--- config.mk ---
export PLATFORM = sky130hd
export DESIGN_NAME = regfile_write_queue
export DESIGN_NICKNAME = d
export VERILOG_FILES = /design/src/rtl/regfile_write_queue_pkg.sv /design/src/rtl/regfile_bypass_lookup.sv /design/src/rtl/regfile_write_queue.sv
export SDC_FILE = /design/constraint.sdc
export NUM_CORES = 1
export LEC_CHECK = 0
export ABC_CLOCK_PERIOD_IN_PS = 9500
export BUFFER_PORTS_ARGS = -buffer_cell sky130_fd_sc_hd__buf_4
export CORE_ASPECT_RATIO = 1.5
export CORE_MARGIN = 5
export CORE_UTILIZATION = 55
export CTS_BUF_LIST = sky130_fd_sc_hd__clkbuf_16
export DETAILED_ROUTE_END_ITERATION = 8
export PLACE_DENSITY = 0.83
export SYNTH_ARGS = -nofsm -noshare
export SYNTH_HDL_FRONTEND = slang
export SYNTH_SLANG_ARGS = --single-unit
--- constraint.sdc ---
create_clock -name clk -period 9.5 [get_ports clk]
set_input_delay 1.9 -clock clk [delete_from_list [all_inputs] [get_ports clk]]
set_output_delay 1.9 -clock clk [all_outputs]
set_load 0.01 [all_outputs]
--- src/rtl/regfile_write_queue_pkg.sv ---
// regfile_write_queue_pkg: shared register file widths, zero register and write-entry type
package regfile_write_queue_pkg;
  localparam int REG_ADDR_WIDTH = 5;
  localparam int REG_DATA_WIDTH = 32;
  localparam logic [REG_ADDR_WIDTH-1:0] REG_ZERO = '0;
  typedef struct packed {
    logic [REG_ADDR_WIDTH-1:0] addr;
    logic [REG_DATA_WIDTH-1:0] data;
  } wr_entry_t;
endpackage

--- src/rtl/regfile_bypass_lookup.sv ---
// regfile_bypass_lookup: youngest valid entry matching a nonzero read address
module regfile_bypass_lookup
  import regfile_write_queue_pkg::*;
#(
  parameter int DEPTH = 4,
  parameter int ADDR_WIDTH = REG_ADDR_WIDTH,
  parameter int DATA_WIDTH = REG_DATA_WIDTH,
  localparam int PTR_W = $clog2(DEPTH)
) (
  input  logic [PTR_W-1:0]                  head,
  input  logic [DEPTH-1:0]                  valid,
  input  logic [DEPTH-1:0][ADDR_WIDTH-1:0]  addrs,
  input  logic [DEPTH-1:0][DATA_WIDTH-1:0]  datas,
  input  logic [ADDR_WIDTH-1:0]             rd_addr,
  output logic                              hit,
  output logic [DATA_WIDTH-1:0]             data
);
  always_comb begin
    logic [PTR_W-1:0] idx;
    logic m;
    hit = 1'b0;
    data = '0;
    idx = head;
    m = 1'b0;
    for (int k = 0; k < DEPTH; k++) begin
      idx = head + PTR_W'(k);
      m = valid[idx] && addrs[idx] == rd_addr && rd_addr != ADDR_WIDTH'(REG_ZERO);
      hit = hit | m;
      data = m ? datas[idx] : data;
    end
  end
endmodule

--- src/rtl/regfile_write_queue.sv ---
// regfile_write_queue: in-order register write buffer with read-port forwarding
module regfile_write_queue
  import regfile_write_queue_pkg::*;
#(
  parameter int DEPTH = 4,
  parameter int ADDR_WIDTH = REG_ADDR_WIDTH,
  parameter int DATA_WIDTH = REG_DATA_WIDTH,
  localparam int PTR_W = $clog2(DEPTH),
  localparam int CNT_W = $clog2(DEPTH + 1)
) (
  input  logic                  clk,
  input  logic                  reset_n,
  input  logic                  in_valid,
  output logic                  in_ready,
  input  logic [ADDR_WIDTH-1:0] in_addr,
  input  logic [DATA_WIDTH-1:0] in_data,
  input  logic                  wr_stall,
  output logic                  wr_enable,
  output logic [ADDR_WIDTH-1:0] wr_addr,
  output logic [DATA_WIDTH-1:0] wr_data,
  input  logic [ADDR_WIDTH-1:0] rd_addr_a,
  output logic                  rd_hit_a,
  output logic [DATA_WIDTH-1:0] rd_data_a,
  input  logic [ADDR_WIDTH-1:0] rd_addr_b,
  output logic                  rd_hit_b,
  output logic [DATA_WIDTH-1:0] rd_data_b,
  output logic                  empty,
  output logic [CNT_W-1:0]      count
);
  logic [PTR_W-1:0] head_q, head_d, tail_q, tail_d;
  logic [CNT_W-1:0] count_q, count_d;
  logic [DEPTH-1:0] valid_q, valid_d;
  logic [DEPTH-1:0][ADDR_WIDTH-1:0] addr_q, addr_d;
  logic [DEPTH-1:0][DATA_WIDTH-1:0] data_q, data_d;
  logic push, pop;
  assign empty = count_q == '0;
  assign count = count_q;
  assign in_ready = count_q != CNT_W'(DEPTH);
  assign wr_enable = !empty && !wr_stall;
  assign wr_addr = empty ? '0 : addr_q[head_q];
  assign wr_data = empty ? '0 : data_q[head_q];
  assign push = in_valid && in_ready && in_addr != ADDR_WIDTH'(REG_ZERO);
  assign pop = wr_enable;
  always_comb begin
    head_d = head_q + PTR_W'(pop);
    tail_d = tail_q + PTR_W'(push);
    count_d = count_q + CNT_W'(push) - CNT_W'(pop);
    valid_d = valid_q;
    addr_d = addr_q;
    data_d = data_q;
    if (pop) valid_d[head_q] = 1'b0;
    if (push) begin
      valid_d[tail_q] = 1'b1;
      addr_d[tail_q] = in_addr;
      data_d[tail_q] = in_data;
    end
  end
  always_ff @(posedge clk or negedge reset_n) begin
    if (!reset_n) begin
      head_q <= '0;
      tail_q <= '0;
      count_q <= '0;
      valid_q <= '0;
      addr_q <= '0;
      data_q <= '0;
    end else begin
      head_q <= head_d;
      tail_q <= tail_d;
      count_q <= count_d;
      valid_q <= valid_d;
      addr_q <= addr_d;
      data_q <= data_d;
    end
  end
  regfile_bypass_lookup #(.DEPTH(DEPTH), .ADDR_WIDTH(ADDR_WIDTH), .DATA_WIDTH(DATA_WIDTH)) u_lookup_a (
    .head(head_q), .valid(valid_q), .addrs(addr_q), .datas(data_q),
    .rd_addr(rd_addr_a), .hit(rd_hit_a), .data(rd_data_a)
  );
  regfile_bypass_lookup #(.DEPTH(DEPTH), .ADDR_WIDTH(ADDR_WIDTH), .DATA_WIDTH(DATA_WIDTH)) u_lookup_b (
    .head(head_q), .valid(valid_q), .addrs(addr_q), .datas(data_q),
    .rd_addr(rd_addr_b), .hit(rd_hit_b), .data(rd_data_b)
  );
endmodule

# --- Yosys cells after proc, flatten, opt, wreduce, memory -nomap -nowiden ---
# Index checks and enable logic that the tools add are counted.
word_totals:
  reg_bits: 159
  output_inout_bits: 109
  word_cells: 117
op_classes:
  addsub: 7
  magnitude_cmp: 7
  n_eq_ne: 9
  mux: 46
  bitwise_logic: 9
  n_reduce_logical: 27
ops:
  columns: ["cell", "count"]
  rows:
  - ["two-way mux 32 bit", 14]
  - ["binary-select mux 32 bit (select 2 bit)", 4]
  - ["bitwise mux 128 bit", 1]
  - ["demux 32 bit (select 2 bit)", 1]
  - ["binary-select mux 5 bit (select 2 bit)", 4]
  - ["equality test 5 bit", 8]
  - ["two-way mux 5 bit", 6]
  - ["logical AND 1 bit", 21]
  - ["bitwise mux 20 bit", 1]
  - ["< comparator 2 x 3 -> 1 bit (second input constant)", 5]
  - ["nonzero test 5 bit", 3]
  - ["demux 5 bit (select 2 bit)", 1]
  - ["binary-select mux 1 bit (select 2 bit)", 4]
  - ["two-way mux 4 bit", 2]
  - ["two-way mux 1 bit", 6]
  - ["bitwise OR 1 bit", 6]
  - ["adder 2 x 1 -> 2 bit", 2]
  - ["adder 2 bit (second input constant)", 2]
  - ["bitwise AND 4 bit", 1]
  - ["demux 1 bit (select 2 bit)", 2]
  - ["greater-or-equal comparator 2 x 1 -> 1 bit (second input constant)", 2]
  - ["inverter 4 bit", 1]
  - ["bitwise OR 4 bit", 1]
  - ["adder 3 x 1 -> 3 bit", 1]
  - ["other kinds (5)", 6]

# --- Logic depth before layout (Yosys ltp) ---
depth:
  ltp_word: 9
  depth_mapped: 17

# --- Cells and area by module ---
# A second synthesis with hierarchy kept.
unflattened:
  cells_unflattened: 1752
  area_unflattened_um2: 18273.8
modules_own_cells:
  columns: ["module", "n_inst", "cells_each", "area_per_inst_um2", "seq_area_each_um2"]
  rows:
  - ["regfile_bypass_lookup", 2, 654, 5387.7, 0.0]
  - ["regfile_write_queue", 1, 444, 7498.4, 3978.8]

# --- Least setup slack after synthesis ---
# Ideal clock, no wire load.
synth_timing:
  kind: "reg-to-output"
  startpoint: "register head_q[1]"
  endpoint: "output rd_data_a[22]"
  t_arrival_ps: 3858
  required_time_ps: 7600
  path_slack_ps: 3742
  stages_incl_launch_ff: 16
  n_path_buf: 7
  path_cell_list: "dfrtp_1 clkbuf_1 buf_2 buf_2 buf_1 inv_1 ha_1 buf_6 mux4_2 xnor2_1 o211ai_2 or2_1 buf_2 buf_6 a311o_1 a22o_1"
synth_between:
  elab_chain_len: 9
  word_cells_on_any_way: 43
  classes_between: "add/sub (3); eq/ne (4); mux (28); reduce/logical (8)"
synth_rtl:
  columns: ["element", "line_no", "text"]
  rows:
  - ["start: declaration", "regfile_write_queue.sv:30", "logic [PTR_W-1:0] head_q, head_d, tail_q, tail_d;"]
  - ["start signal: assignment", "regfile_write_queue.sv:60", "head_q <= '0;"]
  - ["start signal: assignment", "regfile_write_queue.sv:67", "head_q <= head_d;"]
  - ["adder 2 x 1 -> 2 bit or binary-select mux 5 bit (select 2 bit) (tied branches)", "regfile_bypass_lookup.sv:26, regfile_bypass_lookup.sv:27", null]
  - ["binary-select mux 5 bit (select 2 bit) or two-way mux 5 bit (tied branches)", "regfile_bypass_lookup.sv:27", "m = valid[idx] && addrs[idx] == rd_addr && rd_addr != ADDR_WIDTH'(REG_ZERO);"]
  - ["two-way mux 5 bit (not written as such) or equality test 5 bit (tied branches)", "regfile_bypass_lookup.sv:27", null]
  - ["equality test 5 bit or logical AND 1 bit (tied branches)", "regfile_bypass_lookup.sv:27", null]
  - ["logical AND 1 bit", "regfile_bypass_lookup.sv:27", null]
  - ["logical AND 1 bit or two-way mux 32 bit (tied branches)", "regfile_bypass_lookup.sv:27, regfile_bypass_lookup.sv:29", null]
  - ["two-way mux 32 bit (2 in a row)", "regfile_bypass_lookup.sv:29", "data = m ? datas[idx] : data;"]
  - ["two-way mux 32 bit *", "regfile_bypass_lookup.sv:29", null]
  - ["end: declaration", "regfile_write_queue.sv:23", "output logic [DATA_WIDTH-1:0] rd_data_a,"]
# Mark *: on every way between the ends. The rest lies on a longest branch, timed or not. The select of a mux whose other input is x is not followed.

# --- Final worst setup path ---
layout_timing:
  startpoint: "register head_q[0]"
  endpoint: "output rd_data_a[31]"
# Same word-level chain as after synthesis.

==> run_results.csv <==
group,metric,value,unit
critical_path,r2r_start,"count[0]",
critical_path,r2r_slack,7.00,ns
critical_path,cp.required,7.60,ns
synth,syn-num-nets,1227,
global_routing,antenna_found_initial,0,
routing,drt_iter0_markers,1426,
critical_path,worstSetupStartpointType,"register",
synth,synthMuxAreaShare,39.09,%
synth,synth.distinct_cells,51,
synth,synth_ff_type,"dfrtp_1",
cells_and_area,area_growth,14.59,%
synth,syn_inst,1167,
synth,synth-edff-count,0,
synth,yosys.area_share.simple,9.338,%
critical_path,worstPathMaxFanout,50,
timing,fin_crit_sh,82.31,%
synth,synth_area_per_cell,11.09,µm²
die,die-width,135.3,µm
global_routing,met1_usage,36.98,%
cts,cts_setup_buffers,0,
routing,firstDrtPassIters,7,
global_routing,grt_pass1_vias,11684,
cts,worstSkewPairLatency,0.45,ns
routing,wl,40.02,mm
timing,hold_ws,0.5674,ns
outcome,status,"completed",
cts,holdBufCountCts,0,
global_routing,grt-ovfl-total,0,
place,portBuffers,159,
global_routing,gr-usage-all-layers,30.03,%
cts,cts_tree,"done",
cells_and_area,layout_commonest_cell,"buf_4",
timing,tightest_slew,1.143,ns
timing,fin_tns_setup,0,ns
cts,path_clk_slew,0.07,ns
pwr,peakVddDrop,0.3849,mV
timing,fin_ws,1.680,ns
cells_and_area,fillerInstances,1825,
cts,post_cts_resized,0,
timing,finalSetupViolations,0,
die,coreArea,23140,µm²
die,die_y,197.9,µm
global_routing,grtUsageMet3,7.295,%
routing,drc_errors,0,
cells_and_area,insertedDiodeCount,0,
timing,hold_viol_final,0,
die,rows,68,
timing,fmax,127.9,MHz
synth,synth_top_family_by_area,"multiplexers",
die,ios,160,
routing,vias,11391,
routing,avgRoutedWirePerCell,25.38,µm
critical_path,r2r-end,"data_q[99]",
cts,ctsRootBufferMaster,"clkbuf_16",
synth,ys_ff_latch,159,
synth,synth_xor_area_share,2.842,%
critical_path,rr_worst_depth,7,
synth,synth_area,12940,µm²
global_routing,grt_first_pass_wirelength,63.36,mm
min_path,hold_class,"reg2reg",
place,gp_routability_congestion,0.9546,
cells_and_area,final_core_util,64.09,%
critical_path,cp-endpoint,"rd_data_a[31]",
cells_and_area,final_cell_mix,"buf_4, mux2_2, dfrtp_1",
global_routing,grt.met2_usage,48.41,%
place,place_hpwl,26.08,mm
cells_and_area,drive_gt1_share,42.47,%
global_routing,grt_max_degree,87,
cts,cts.sinks,159,
pwr,cellLeakagePower,0.005758,µW
timing,rsz0062_at_grt,"no",
synth,synth_warnings,0,
routing,viasPerCell,7.223,
timing,maxSlewHeadroom,23.20,%
critical_path,endpoint_kind,"output pin",
cells_and_area,nets,1309,
timing,fin_crit,7.820,ns
cts,cts_made_buffers,17,
timing,skew,0.008965,ns
critical_path,crit_start,"head_q[0]",
cts,clock_path_buffers,2,
place,pre_cts_ws,2.356,ns
global_routing,grt_busiest_layer,"met2",
synth,synth-async-reset-ratio,100.0,%
die,die-area,26760,µm²
timing,slew_violations,0,
synth,synth_fa_ha_area_share,0.9280,%
cts,h-tree-depth,4,
critical_path,cp_data_arrival_time,5.92,ns
synth,ys_seq_area_share,30.74,%
job,cap_violations,0,
die,initial_core_util,55.93,%
routing,ant_nets,0,
synth,synth_compound_area_share,12.60,%
pwr,power_density,473.7,nW/µm²
critical_path,crit_type,"reg2out",
-- stage by stage --
| stage | power, µW | cell area [µm²] | instances |
|---|---|---|---|
| 2_1_floorplan | 4810 | 12940 | 1167 |
| 3_3_place_gp | 6098 | 14260 | 1545 |
| 3_5_place_dp | 6255 | 14260 | 1545 |
| 4_1_cts | 6957 | 14830 | 1577 |
| 5_1_grt | 7421 | 14830 | 1577 |
| 6_report | 7026 | 14830 | 1577 |
-- state kept, by name (all words and copies together) (netlist names) --
register / flops
data_q: 128
addr_q: 20
valid_q: 4
count: 3
head_q: 2
tail_q: 2
-- synth_stat cells (30+ instances only) --
master / count / area, µm²
a21boi_0: 30 / 225.2
a21oi_1: 60 / 300.3
buf_2: 36 / 180.2
clkbuf_1: 68 / 255.2
dfrtp_1: 159 / 3979
mux2_2: 172 / 1937
mux4_2: 128 / 2883
nand2_1: 69 / 259.0
nor2_1: 42 / 157.7
nor2b_1: 35 / 219.0
nor3_1: 57 / 285.3
o211ai_1: 32 / 240.2
o21ai_0: 78 / 390.4
xnor2_1: 38 / 332.8
-- per-layer routing --
layer	vias to the layer above	routed length, µm
met5	-	0
met4	0	2364
met3	253	4323
met2	903	19660
met1	5578	13670
li1	4657	-
-- critical path, cell delays in order, from the launching register on --
cell	delay, ns
dfrtp_4	0.88
clkinv_1	0.17
buf_4	0.34
ha_4	0.85
mux4_2	0.64
and2_1	0.20
o211ai_2	0.14
buf_4	0.32
or2_1	0.63
buf_4	0.41
a31oi_1	0.12
a211oi_1	0.51
buf_4	0.22
-- report_power, final --
group	total (µW)	switching (µW)	internal (µW)
sequential	1530	500	1030
combinational	4820	2400	2420
clock	678	309	368
total	7030	3210	3820
-- area by class of cell --
type | instances | area [µm²] | share of cell area [%]
timing repair buffer | 185 | 1393 | 9.389
tap | 315 | 394.1 | 2.657
inverter | 9 | 33.78 | 0.2278
sequential | 159 | 3986 | 26.88
clock inverter | 15 | 148.9 | 1.004
multi-input combinational | 877 | 8451 | 56.98
clock buffer | 17 | 425.4 | 2.868
-- worst min-delay path by stage --
stage	start	slack [ns]	to	cells past startpoint
after floorplan	tail_q[1]	0.49	tail_q[1]	1
after global placement	tail_q[1]	0.53	tail_q[1]	1
after detailed placement	valid_q[2]	0.55	valid_q[2]	1
after CTS	tail_q[1]	0.56	tail_q[1]	1
after global routing	valid_q[0]	0.59	valid_q[0]	1
final	tail_q[1]	0.57	tail_q[1]	1
-- logic make-up after synthesis --
logic type      Yosys count
flops                   159
xor+xnor                 42
fa+ha+maj                 9
buf+inv                 131
simple gates            245
compound gates          257
mux                     324
Note: power is estimated with default switching activity, not from simulation.
